--- src/rtl/uart_fifo_interface.sv ---
`default_nettype none
// uart_fifo_interface: 6809-side UART with 16x oversampled RX, RX/TX FIFOs,
// runtime parity/stop-bit selection, sticky errors, loopback and a maskable IRQ.

module uart_fifo_sync #(
    parameter int AW = 4
) (
    input  logic       clk,
    input  logic       reset,
    input  logic       flush,
    input  logic       push,
    input  logic [7:0] din,
    input  logic       pop,
    output logic [7:0] dout,
    output logic       full,
    output logic       empty
);
    localparam int DEPTH = 1 << AW;

    logic [7:0]    mem [DEPTH];
    logic [AW-1:0] wptr;
    logic [AW-1:0] rptr;
    logic [AW:0]   count;
    logic          do_push;
    logic          do_pop;

    assign full    = (count == (AW+1)'(DEPTH));
    assign empty   = (count == '0);
    assign do_push = push && !full && !flush;
    assign do_pop  = pop && !empty && !flush;
    assign dout    = mem[rptr];

    always_ff @(posedge clk) begin
        if (do_push) mem[wptr] <= din;
    end

    always_ff @(posedge clk or negedge reset) begin
        if (!reset) begin
            wptr  <= '0;
            rptr  <= '0;
            count <= '0;
        end else if (flush) begin
            wptr  <= '0;
            rptr  <= '0;
            count <= '0;
        end else begin
            if (do_push) wptr <= wptr + 1'b1;
            if (do_pop)  rptr <= rptr + 1'b1;
            if (do_push && !do_pop)      count <= count + 1'b1;
            else if (do_pop && !do_push) count <= count - 1'b1;
        end
    end
endmodule

module uart_fifo_interface #(
    parameter int CLK_DIV    = 577,
    parameter int FIFO_AW    = 4,
    parameter int OVERSAMPLE = 16
) (
    input  logic       clk,
    input  logic       reset,
    input  logic       i_cs,
    input  logic       i_rw,
    input  logic [1:0] i_addr,
    input  logic [7:0] i_wdata,
    output logic [7:0] o_rdata,
    output logic       o_irq_n,
    input  logic       i_uart_rx,
    output logic       o_uart_tx
);
    localparam int         DIV_W       = (CLK_DIV > 1) ? $clog2(CLK_DIV) : 1;
    localparam logic [3:0] LAST_SAMPLE = 4'(OVERSAMPLE - 1);
    localparam logic [3:0] MID_SAMPLE  = 4'(OVERSAMPLE / 2 - 1);

    typedef enum logic [2:0] {
        TX_IDLE, TX_START, TX_DATA, TX_PARITY, TX_STOP1, TX_STOP2
    } tx_state_t;

    typedef enum logic [2:0] {
        RX_IDLE, RX_START, RX_DATA, RX_PARITY, RX_STOP
    } rx_state_t;

    // ---------------- bus / register file ----------------
    logic       cs_q;
    logic       acc;
    logic       rd_acc;
    logic       wr_acc;
    logic [7:0] ctrl;
    logic       perr;
    logic       ferr;
    logic       ovr;
    logic [2:0] err_hold;
    logic [7:0] rx_hold;
    logic [7:0] rx_head;
    logic [7:0] status;
    logic [7:0] rd_mux;
    logic       err_clr;
    logic       irq_cond;

    logic       rx_ie;
    logic       tx_ie;
    logic       par_en;
    logic       par_odd;
    logic       two_stop;
    logic       loopback;

    // ---------------- tick / FIFOs ----------------
    logic [DIV_W-1:0] div_cnt;
    logic             tick;

    logic       txf_push;
    logic       txf_pop;
    logic [7:0] txf_dout;
    logic       txf_full;
    logic       txf_empty;
    logic       rxf_pop;
    logic       rxf_push;
    logic [7:0] rxf_dout;
    logic       rxf_full;
    logic       rxf_empty;

    // ---------------- TX ----------------
    tx_state_t  tx_state;
    tx_state_t  tx_state_n;
    logic [3:0] tx_scnt;
    logic [3:0] tx_scnt_n;
    logic [2:0] tx_bitn;
    logic [2:0] tx_bitn_n;
    logic [7:0] tx_shift;
    logic [7:0] tx_shift_n;
    logic       tx_par;
    logic       tx_par_n;
    logic       tx_line_n;
    logic       tx_done;
    logic       tx_bit_end;

    // ---------------- RX ----------------
    rx_state_t  rx_state;
    rx_state_t  rx_state_n;
    logic [3:0] rx_scnt;
    logic [3:0] rx_scnt_n;
    logic [2:0] rx_bitn;
    logic [2:0] rx_bitn_n;
    logic [7:0] rx_shift;
    logic [7:0] rx_shift_n;
    logic [1:0] rx_sync;
    logic       rx_line;
    logic       rx_bit_end;
    logic       rx_push_req;
    logic       rx_perr_set;
    logic       rx_ferr_set;

    assign rx_ie    = ctrl[0];
    assign tx_ie    = ctrl[1];
    assign par_en   = ctrl[2];
    assign par_odd  = ctrl[3];
    assign two_stop = ctrl[4];
    assign loopback = ctrl[5];

    assign acc     = i_cs && !cs_q;
    assign rd_acc  = acc && i_rw;
    assign wr_acc  = acc && !i_rw;
    assign err_clr = rd_acc && (i_addr == 2'd1);

    assign txf_push = wr_acc && (i_addr == 2'd0);
    assign rxf_pop  = rd_acc && (i_addr == 2'd0);
    assign rxf_push = rx_push_req;

    assign rx_head = rxf_empty ? 8'h00 : rxf_dout;
    assign status  = {~o_irq_n, perr, ferr, ovr, rxf_full, txf_full,
                      (!txf_empty || tx_state != TX_IDLE), !rxf_empty};

    assign irq_cond = (rx_ie && (!rxf_empty || perr || ferr || ovr)) ||
                      (tx_ie && txf_empty && tx_state == TX_IDLE);

    // The access strobe clears errors and pops data, so later cycles of the
    // same access replay what was seen at the strobe.
    always_comb begin
        rd_mux = 8'h00;
        case (i_addr)
            2'd0:    rd_mux = acc ? rx_head : rx_hold;
            2'd1:    rd_mux = acc ? status : (status | {1'b0, err_hold, 4'b0000});
            2'd2:    rd_mux = {2'b00, ctrl[5:0]};
            default: rd_mux = 8'h00;
        endcase
    end

    always_ff @(posedge clk or negedge reset) begin
        if (!reset) begin
            cs_q     <= 1'b0;
            o_rdata  <= 8'h00;
            rx_hold  <= 8'h00;
            err_hold <= 3'b000;
            ctrl     <= 8'h00;
            perr     <= 1'b0;
            ferr     <= 1'b0;
            ovr      <= 1'b0;
            o_irq_n  <= 1'b1;
        end else begin
            cs_q <= i_cs;
            if (acc) begin
                rx_hold  <= rx_head;
                err_hold <= {perr, ferr, ovr};
            end
            if (i_cs && i_rw) o_rdata <= rd_mux;
            if (wr_acc && i_addr == 2'd2) ctrl <= i_wdata;
            else                          ctrl[7:6] <= 2'b00;
            perr    <= (perr && !err_clr) || rx_perr_set;
            ferr    <= (ferr && !err_clr) || rx_ferr_set;
            ovr     <= (ovr && !err_clr) || (rx_push_req && rxf_full);
            o_irq_n <= !irq_cond;
        end
    end

    always_ff @(posedge clk or negedge reset) begin
        if (!reset) div_cnt <= '0;
        else if (div_cnt == DIV_W'(CLK_DIV - 1)) div_cnt <= '0;
        else div_cnt <= div_cnt + 1'b1;
    end
    assign tick = (div_cnt == DIV_W'(CLK_DIV - 1));

    uart_fifo_sync #(.AW(FIFO_AW)) u_tx_fifo (
        .clk   (clk),
        .reset (reset),
        .flush (ctrl[6]),
        .push  (txf_push),
        .din   (i_wdata),
        .pop   (txf_pop),
        .dout  (txf_dout),
        .full  (txf_full),
        .empty (txf_empty)
    );

    uart_fifo_sync #(.AW(FIFO_AW)) u_rx_fifo (
        .clk   (clk),
        .reset (reset),
        .flush (ctrl[7]),
        .push  (rxf_push),
        .din   (rx_shift),
        .pop   (rxf_pop),
        .dout  (rxf_dout),
        .full  (rxf_full),
        .empty (rxf_empty)
    );

    // ---------------- TX state machine ----------------
    assign tx_bit_end = tick && (tx_scnt == LAST_SAMPLE);

    always_comb begin
        tx_state_n = tx_state;
        tx_scnt_n  = tx_scnt;
        tx_bitn_n  = tx_bitn;
        tx_shift_n = tx_shift;
        tx_par_n   = tx_par;
        txf_pop    = 1'b0;
        tx_done    = 1'b0;
        tx_line_n  = 1'b1;

        if (tick) tx_scnt_n = tx_bit_end ? 4'd0 : tx_scnt + 4'd1;

        case (tx_state)
            TX_START:  if (tx_bit_end) begin
                           tx_state_n = TX_DATA;
                           tx_bitn_n  = 3'd0;
                       end
            TX_DATA:   if (tx_bit_end) begin
                           tx_shift_n = {1'b0, tx_shift[7:1]};
                           tx_bitn_n  = tx_bitn + 3'd1;
                           if (tx_bitn == 3'd7) tx_state_n = par_en ? TX_PARITY : TX_STOP1;
                       end
            TX_PARITY: if (tx_bit_end) tx_state_n = TX_STOP1;
            TX_STOP1:  if (tx_bit_end) begin
                           if (two_stop) tx_state_n = TX_STOP2;
                           else          tx_done    = 1'b1;
                       end
            TX_STOP2:  if (tx_bit_end) tx_done = 1'b1;
            default:   ;
        endcase

        // Reloading straight out of the last stop bit keeps frames gap-free.
        if ((tx_state == TX_IDLE && tick) || tx_done) begin
            if (!txf_empty) begin
                txf_pop    = 1'b1;
                tx_shift_n = txf_dout;
                tx_par_n   = (^txf_dout) ^ par_odd;
                tx_state_n = TX_START;
                tx_scnt_n  = 4'd0;
            end else begin
                tx_state_n = TX_IDLE;
            end
        end

        case (tx_state_n)
            TX_START:  tx_line_n = 1'b0;
            TX_DATA:   tx_line_n = tx_shift_n[0];
            TX_PARITY: tx_line_n = tx_par_n;
            default:   tx_line_n = 1'b1;
        endcase
    end

    always_ff @(posedge clk or negedge reset) begin
        if (!reset) begin
            tx_state  <= TX_IDLE;
            tx_scnt   <= 4'd0;
            tx_bitn   <= 3'd0;
            tx_shift  <= 8'h00;
            tx_par    <= 1'b0;
            o_uart_tx <= 1'b1;
        end else begin
            tx_state  <= tx_state_n;
            tx_scnt   <= tx_scnt_n;
            tx_bitn   <= tx_bitn_n;
            tx_shift  <= tx_shift_n;
            tx_par    <= tx_par_n;
            o_uart_tx <= tx_line_n;
        end
    end

    // ---------------- RX state machine ----------------
    assign rx_line    = loopback ? o_uart_tx : rx_sync[1];
    assign rx_bit_end = tick && (rx_scnt == LAST_SAMPLE);

    always_comb begin
        rx_state_n  = rx_state;
        rx_scnt_n   = rx_scnt;
        rx_bitn_n   = rx_bitn;
        rx_shift_n  = rx_shift;
        rx_push_req = 1'b0;
        rx_perr_set = 1'b0;
        rx_ferr_set = 1'b0;

        if (tick) rx_scnt_n = rx_bit_end ? 4'd0 : rx_scnt + 4'd1;

        case (rx_state)
            RX_IDLE:   if (tick && !rx_line) begin
                           rx_state_n = RX_START;
                           rx_scnt_n  = 4'd0;
                       end
            // Mid start bit: a line already back high was only a glitch.
            RX_START:  if (tick && rx_scnt == MID_SAMPLE) begin
                           rx_scnt_n  = 4'd0;
                           rx_bitn_n  = 3'd0;
                           rx_state_n = rx_line ? RX_IDLE : RX_DATA;
                       end
            RX_DATA:   if (rx_bit_end) begin
                           rx_shift_n = {rx_line, rx_shift[7:1]};
                           rx_bitn_n  = rx_bitn + 3'd1;
                           if (rx_bitn == 3'd7) rx_state_n = par_en ? RX_PARITY : RX_STOP;
                       end
            RX_PARITY: if (rx_bit_end) begin
                           rx_perr_set = (rx_line != ((^rx_shift) ^ par_odd));
                           rx_state_n  = RX_STOP;
                       end
            RX_STOP:   if (rx_bit_end) begin
                           rx_push_req = 1'b1;
                           rx_ferr_set = !rx_line;
                           rx_state_n  = RX_IDLE;
                       end
            default:   rx_state_n = RX_IDLE;
        endcase
    end

    always_ff @(posedge clk or negedge reset) begin
        if (!reset) begin
            rx_sync  <= 2'b11;
            rx_state <= RX_IDLE;
            rx_scnt  <= 4'd0;
            rx_bitn  <= 3'd0;
            rx_shift <= 8'h00;
        end else begin
            rx_sync  <= {rx_sync[0], i_uart_rx};
            rx_state <= rx_state_n;
            rx_scnt  <= rx_scnt_n;
            rx_bitn  <= rx_bitn_n;
            rx_shift <= rx_shift_n;
        end
    end
endmodule

`default_nettype wire
--- config.mk ---
export PLATFORM = sky130hd
export DESIGN_NAME = uart_fifo_interface
export DESIGN_NICKNAME = d
export VERILOG_FILES = /design/src/rtl/uart_fifo_interface.sv
export SDC_FILE = /design/constraint.sdc
export NUM_CORES = 1
export LEC_CHECK = 0
export CELL_PAD_IN_SITES_DETAIL_PLACEMENT = 0
export CELL_PAD_IN_SITES_GLOBAL_PLACEMENT = 1
export CORE_ASPECT_RATIO = 0.7
export CORE_MARGIN = 3
export CORE_UTILIZATION = 45
export DETAILED_ROUTE_END_ITERATION = 10
export PLACE_DENSITY_LB_ADDON = 0.2
export SETUP_SLACK_MARGIN = 0.1
export SYNTH_ARGS = -nofsm -noshare
export SYNTH_HDL_FRONTEND = slang
export SYNTH_HIERARCHICAL = 1
export SYNTH_SLANG_ARGS = --single-unit
--- constraint.sdc ---
create_clock -name clk -period 4.1 [get_ports clk]
set_clock_uncertainty 0.2 [all_clocks]
set_input_delay 0.615 -clock clk [delete_from_list [all_inputs] [get_ports clk]]
set_output_delay 0.615 -clock clk [all_outputs]
set_load 0.01 [all_outputs]
# ---- After elaboration in Yosys (flattened, before gate mapping)
# Memories as Yosys holds them, arrays and structs flattened.
# Cells that the tools add are included.
# W data, S select, Z words.
dict set report word_totals {
  ff_bits 108
  ram_bits 256
  in_bits 15
  out_inout_bits 10
  elab_cells 231
  mem_count 2
}
# memory depth width read_ports rd_clocked_by_memory_dff wr line
set memory_table {}
lappend memory_table {u_rx_fifo.mem 16 8 1 0 1 20} ;# logic [7:0] mem [DEPTH];
lappend memory_table {u_tx_fifo.mem 16 8 1 0 1 20}
dict set report op_classes {
  addsub 13
  n_eq_ne 31
  muxes 77
  bitwise 4
  n_reduce_logical 76
}
# op count
set op_table {}
lappend op_table {{$mux W4} 16}
lappend op_table {{$mux W8} 7}
lappend op_table {{$mux W3} 18}
lappend op_table {{$logic_and A1 B1 Y1} 32}
lappend op_table {{$mux W5} 6}
lappend op_table {{$add A4 B1 Y4 const B} 6}
lappend op_table {{$pmux W8 S3} 1}
lappend op_table {{$mux W1} 19}
lappend op_table {{$eq A3 B2 Y1 const B} 6}
lappend op_table {{$ne A2 B2 Y1 const B} 8}
lappend op_table {{$reduce_xor A8 Y1} 2}
lappend op_table {{$eq A3 B3 Y1 const B} 5}
lappend op_table {{$logic_not A1 Y1} 15}
lappend op_table {{$pmux W3 S5} 1}
lappend op_table {{$pmux W3 S2} 2}
lappend op_table {{$pmux W3 S4} 1}
lappend op_table {{$reduce_bool A2 Y1} 6}
lappend op_table {{$add A10 B1 Y10 const B} 1}
lappend op_table {{$add A5 B1 Y5 const B} 2}
lappend op_table {{$eq A10 B10 Y1 const B} 1}
lappend op_table {{$eq A5 B5 Y1 const B} 2}
lappend op_table {{$logic_not A5 Y1} 2}
lappend op_table {{$mux W10} 1}
lappend op_table {{$sub A5 B1 Y5 const B} 2}
lappend op_table {{other kinds (21)} 39}

# ---- Depth between registers and ports, before layout
dict set report depth {
  depth_word 12
  ltp_mapped 15
  mapped_depth_nobuf 15
}

# ---- Modules after synthesis
# The synthesis kept the hierarchy.
# mod n_inst cells_per_inst area_per_inst_um2 seq_area_each_um2
set by_module_without_submodules {}
lappend by_module_without_submodules {{uart_fifo_sync (u_rx_fifo)} 1 347 5935.7 4169.0}
lappend by_module_without_submodules {{uart_fifo_sync (u_tx_fifo)} 1 343 5858.1 4169.0}
lappend by_module_without_submodules {uart_fifo_interface 1 399 4141.5 2057.0}

# ---- Worst setup path before layout
# Ideal clock, no wire load.
dict set report synth_timing {
  path_kind {register to register}
  start {reg div_cnt[4]}
  end {reg u_tx_fifo.count[4]}
  setup_time_ps 125
  arrival_ps 3850
  required_ps 3775
  path_slack_ps -74
  path_stages_with_launch 14
  n_path_buf 1
  period_less_slack_ps 4174
  cell_sequence {dfrtp_1 or4b_4 or3_1 nor4_2 buf_2 o21ai_2 or2_2 ha_1 inv_1 ha_1 a21o_1 a21oi_1 mux2i_1 mux2_2}
}
dict set report synth_via {
  elab_chain_len 12
  elab_cells_between_ends 16
  cone_classes {eq/ne: 1; mux: 6; reduce/logical: 9}
}
# item line
set synth_rtl {}
lappend synth_rtl {{start, declared} 108} ;# logic [DIV_W-1:0] div_cnt;
lappend synth_rtl {{start signal, assigned} 218} ;# else div_cnt <= div_cnt + 1'b1;
lappend synth_rtl {{$eq A10 B10 Y1 *} 220} ;# assign tick = (div_cnt == DIV_W'(CLK_DIV - 1));
lappend synth_rtl {{$logic_and A1 B1 Y1} 247} ;# assign tx_bit_end = tick && (tx_scnt == LAST_SAMPLE);
lappend synth_rtl {{$mux W1, on equally long branches} {276, 272}}
lappend synth_rtl {{$pmux W1 S2} 261} ;# case (tx_state)
lappend synth_rtl {{$logic_or A1 B1 Y1 *} 281} ;# if ((tx_state == TX_IDLE && tick) || tx_done) begin
lappend synth_rtl {{$mux W1 *} 281}
lappend synth_rtl {{named net txf_pop} 112} ;# logic txf_pop;
lappend synth_rtl {{$logic_and A1 B1 Y1 * (2 in series)} 30} ;# assign do_pop = pop && !empty && !flush;
lappend synth_rtl {{$logic_not A1 Y1} 49} ;# if (do_push && !do_pop) count <= count + 1'b1;
lappend synth_rtl {{$logic_and A1 B1 Y1} 49}
lappend synth_rtl {{$mux W5} 49}
lappend synth_rtl {{$mux W5} 42} ;# end else if (flush) begin
lappend synth_rtl {{end signal, assigned} 49}
lappend synth_rtl {{end signal, assigned} 50} ;# else if (do_pop && !do_push) count <= count - 1'b1;
lappend synth_rtl {{end, declared} 23} ;# logic [AW:0] count;
# Mark *: on every way through the listed nets, which the timed path passes. The rest lies on a longest branch.
# A chain may end at the register's enable or synchronous reset.

# ---- Final worst setup path
dict set report layout_timing {
  start {reg div_cnt[5]}
  end {reg u_tx_fifo.count[4]}
}
dict set report layout_via {
  elab_chain_len 12
  elab_cells_between_ends 16
  cone_classes {eq/ne: 1; mux: 6; reduce/logical: 9}
}
# item line
set layout_rtl {}
lappend layout_rtl {{$eq A10 B10 Y1 *} 220}
lappend layout_rtl {{$logic_and A1 B1 Y1} 247}
lappend layout_rtl {{$mux W1, on equally long branches} {276, 272}}
lappend layout_rtl {{$pmux W1 S2} 261}
lappend layout_rtl {{$logic_or A1 B1 Y1 *} 281}
lappend layout_rtl {{$mux W1 *} 281}
lappend layout_rtl {{$logic_and A1 B1 Y1 * (2 in series)} 30}
lappend layout_rtl {{$logic_not A1 Y1} 49}
lappend layout_rtl {{$logic_and A1 B1 Y1} 49}
lappend layout_rtl {{$mux W5} 49}
lappend layout_rtl {{$mux W5} 42}
# Mark *: on every way between the ends. The rest lies on a longest branch, timed or not.

==> results.ini <==
[route]
viasPerCell = 5.54
num_vias = 9144
wire_per_inst_um = 22.2
drc = 0
drtIter0Drc = 854
wirelength_um = 36700
firstDrtPassIters = 6
postRouteAntennaNets = 0

[status]
outcome = completed

[yosys]
synthTopCellsByArea = edfxtp_1 48%, dfrtp_1 16%, mux2i_1 5.4%, mux4_2 4.5%, ha_1 2.2%
yosys.area_share.simple_pct = 7.99
synth_top_area_share_pct = 48.2
synth_compound_area_share_pct = 7.64
yosysTopAreaCell = edfxtp_1
synth_seq_cells = 364
synth_edf_count = 256
synth-main-ff-cell = edfxtp_1
yosysWarnings = 6
synth_top_family_by_area = multiplexers
synthAdderAreaFrac_pct = 2.45
syn_nets = 1134
async_flop_share_pct = 29.7
synth_cells = 1089
yosysUniqueCellTypes = 71
avgSynthCellArea_um2 = 14.6
muxShareOfSynthArea_pct = 11.7
yosysMostFrequentCell = edfxtp_1
synth_xor_area_share_pct = 2.42
seq_area_frac_synth_pct = 65.2
netlist_top_cells_count = 256 x edfxtp_1, 104 x dfrtp_1, 86 x mux2i_1
synth_area_um2 = 15900

[place]
place_congestion = 0.851
io_buffers = 24
place_ws_ns = 0.000227
hpwl_um = 24800

[critical_path]
cp_top_family = simple AND/OR/NAND/NOR gates
worstRegToRegCells = 12
worst_ep_arrival_time_ns = 4.01
critPathMaxFanout = 6
rrSetupSlack_ns = 0.31
cp_common_cell = ha_1
rr_endpoint = u_tx_fifo/count[4]$_DFFE_PN0P_
cp_slowest_cell = or4b_4
path_buf_inv = 1
required_ns = 4.33
reg2reg_from = div_cnt[5]$_DFF_PN0_
start_kind = flop
crit_type = flop to flop
end_kind = flop
cpPeakStageDelay_ns = 0.57
crit_chain = or4b_4 -> or3_1 -> nor4_4 -> o21ai_2 -> or2_2 -> ha_1 -> inv_2 -> ha_1 -> a21o_1 -> a21oi_1 -> mux2i_1 -> mux2_2

[floorplanning]
die_area_um2 = 37700
row_count = 56
die_x_um = 231
coreArea_um2 = 34200
start_util_pct = 46.6
die_y_um = 163
io_pins = 25

[clock_tree]
cts-buffers-inserted = 37
tritoncts = done
clk_pin_slew_ns = 0.06
cts_root_buf = clkbuf_16
clock_latency_ns = 0.55
clock_sinks = 364
htreeDepth = 2
cts_buffer_depth = 3

[sta]
worst_slack_ns = 0.314
setup_tns_ns = 0
min_period_over_period_pct = 92.3
slew_violations = 0
finalSetupViolations = 0
rsz0062_at_grt = yes
max_slew_margin_pct = 39.7
final.min_clock_period_ns = 3.79
timing.fmax_ghz = 0.264
hold_viol_final = 0
tightest_slew_ns = 0.901

[hold_path]
hp-class = flop to flop
worstHoldEndpoint = rx_sync[1]$_DFF_PN1_
hold_depth = 0
hp-start = rx_sync[0]$_DFF_PN1_

[power_and_ir_drop]
powerDensity_nw_per_um2 = 445
cellLeakagePower_nw = 6.29
irDropWorstVdd_mv = 0.303

[cells_and_area]
layout.nets = 1208
antenna_cells = 0
drive_gt1_share_pct = 18.3
synthToLayoutAreaGrowth_pct = 14.5
fillers = 2852

[global_route]
grt_pass1_wl_um = 56000
overflow = 0
grt_max_degree = 45
grt_usage_pct = 19.9
antenna_found_initial = 0
grt_pass1_vias = 8887

[flow_run]
drv_cap = 0

layout make-up:
class,count,area [um^2],share of cell area (%)
Tap cell,464,581,3.18
Multi-Input combinational cell,646,5140,28.2
Sequential cell,364,10400,57.0
Clock inverter,21,268,1.47
Timing Repair Buffer,94,791,4.33
Inverter,20,75.1,0.411
Clock buffer,43,988,5.42
power breakdown:
part | internal [mW] | total (mW) | switching, mW
clock | 2.06 | 3.49 | 1.43
sequential | 4.00 | 4.12 | 0.121
combinational | 0.223 | 0.510 | 0.287
total | 6.28 | 8.12 | 1.84
worst register-to-register path: stages (launching register included):
cell and delay (ns):
dfrtp_1 0.41, or4b_4 0.57, or3_1 0.43, nor4_4 0.20
o21ai_2 0.11, or2_2 0.29, ha_1 0.22, inv_2 0.11
ha_1 0.25, a21o_1 0.15, a21oi_1 0.17, mux2i_1 0.22
mux2_2 0.34
what timing repair did:
item | 4_1_cts | 5_1_grt
resized for setup | 2 | 2
endpoints found under the hold margin | 39 | 0
setup buffers | 0 | 1
hold buffers | 1 | 0
endpoints found under the setup margin | 1 | 2
pin swaps | 0 | 2
metal layers:
metal  GRT usage (%)  wire [um]  vias to the layer above
met5               0          0                        -
met4            5.04        728                        0
met3            5.30       2490                       48
met2            27.0      15000                      236
met1            31.3      18500                     4587
li1                -          -                     4273
registers in the layout, indices dropped and copies added (netlist names), 4 cells and up:
name	cells
u_rx_fifo/count	5
ctrl	8
rx_scnt	4
div_cnt	10
rx_shift	8
u_tx_fifo/mem	128
u_rx_fifo/mem	128
u_rx_fifo/rptr	4
u_tx_fifo/rptr	4
u_rx_fifo/wptr	4
rx_hold	8
u_tx_fifo/count	5
tx_scnt	4
u_tx_fifo/wptr	4
o_rdata	8
tx_shift	8
worst max-delay path by stage:
stage / startpoint / end / slack [ns] / cells after the start
after floorplan: div_cnt[4]$_DFF_PN0_ / u_rx_fifo/count[4]$_DFFE_PN0P_ / 0.11 / 13
after global placement: div_cnt[5]$_DFF_PN0_ / u_rx_fifo/count[4]$_DFFE_PN0P_ / 0.04 / 14
after detailed placement: div_cnt[5]$_DFF_PN0_ / u_rx_fifo/count[4]$_DFFE_PN0P_ / 0.0002 / 14
after CTS: div_cnt[5]$_DFF_PN0_ / u_rx_fifo/count[4]$_DFFE_PN0P_ / 0.17 / 14
after global routing: div_cnt[5]$_DFF_PN0_ / u_rx_fifo/count[4]$_DFFE_PN0P_ / 0.09 / 14
final: div_cnt[5]$_DFF_PN0_ / u_tx_fifo/count[4]$_DFFE_PN0P_ / 0.31 / 12
placed cells by master (no fill, tap or decap), types with 6 or more instances in the layout:
cell type	n
edfxtp_1	256
nor3_1	16
nand2b_1	17
a221oi_1	32
o21ai_1	6
clkbuf_16	37
a21o_1	8
dfrtp_1	102
nor2_1	72
a22oi_1	16
nand2_1	82
ha_1	28
xnor2_1	28
mux4_2	32
nand3_1	13
clkinv_2	7
mux2_2	18
xor2_1	16
nor4_1	10
nor2b_1	11
clkdlybuf4s50_1	23
a21oi_1	20
o21ai_0	51
mux2i_1	86
inv_1	17
buf_4	68
logic make-up (layout without fill, tap and decap cells):
kind of cell | after synthesis | count (layout)
xor gates and xnor gates | 44 | 44
and+or+nand+nor | 257 | 257
AOI/OAI and AO/OA | 174 | 174
buffers and inverters | 79 | 178
adders and majority gates | 30 | 30
muxes | 141 | 141
DFF | 364 | 364
metrics by stage:
step | instance area, um^2 | utilization, % | std cells | power, mW | hold slack, ns
2_1_floorplan | 16000 | - | 1089 | 4.48 | 0.119
3_3_place_gp | 17000 | 49.6 | 1586 | 4.69 | 0.149
3_5_place_dp | 17000 | 49.6 | 1586 | 4.71 | 0.149
4_1_cts | 18200 | 53.3 | 1651 | 8.22 | 0.162
5_1_grt | 18200 | 53.4 | 1652 | 8.45 | 0.163
6_report | 18200 | 53.4 | 1652 | 8.12 | 0.160
No activity file was read; power rests on OpenSTA's default activity.
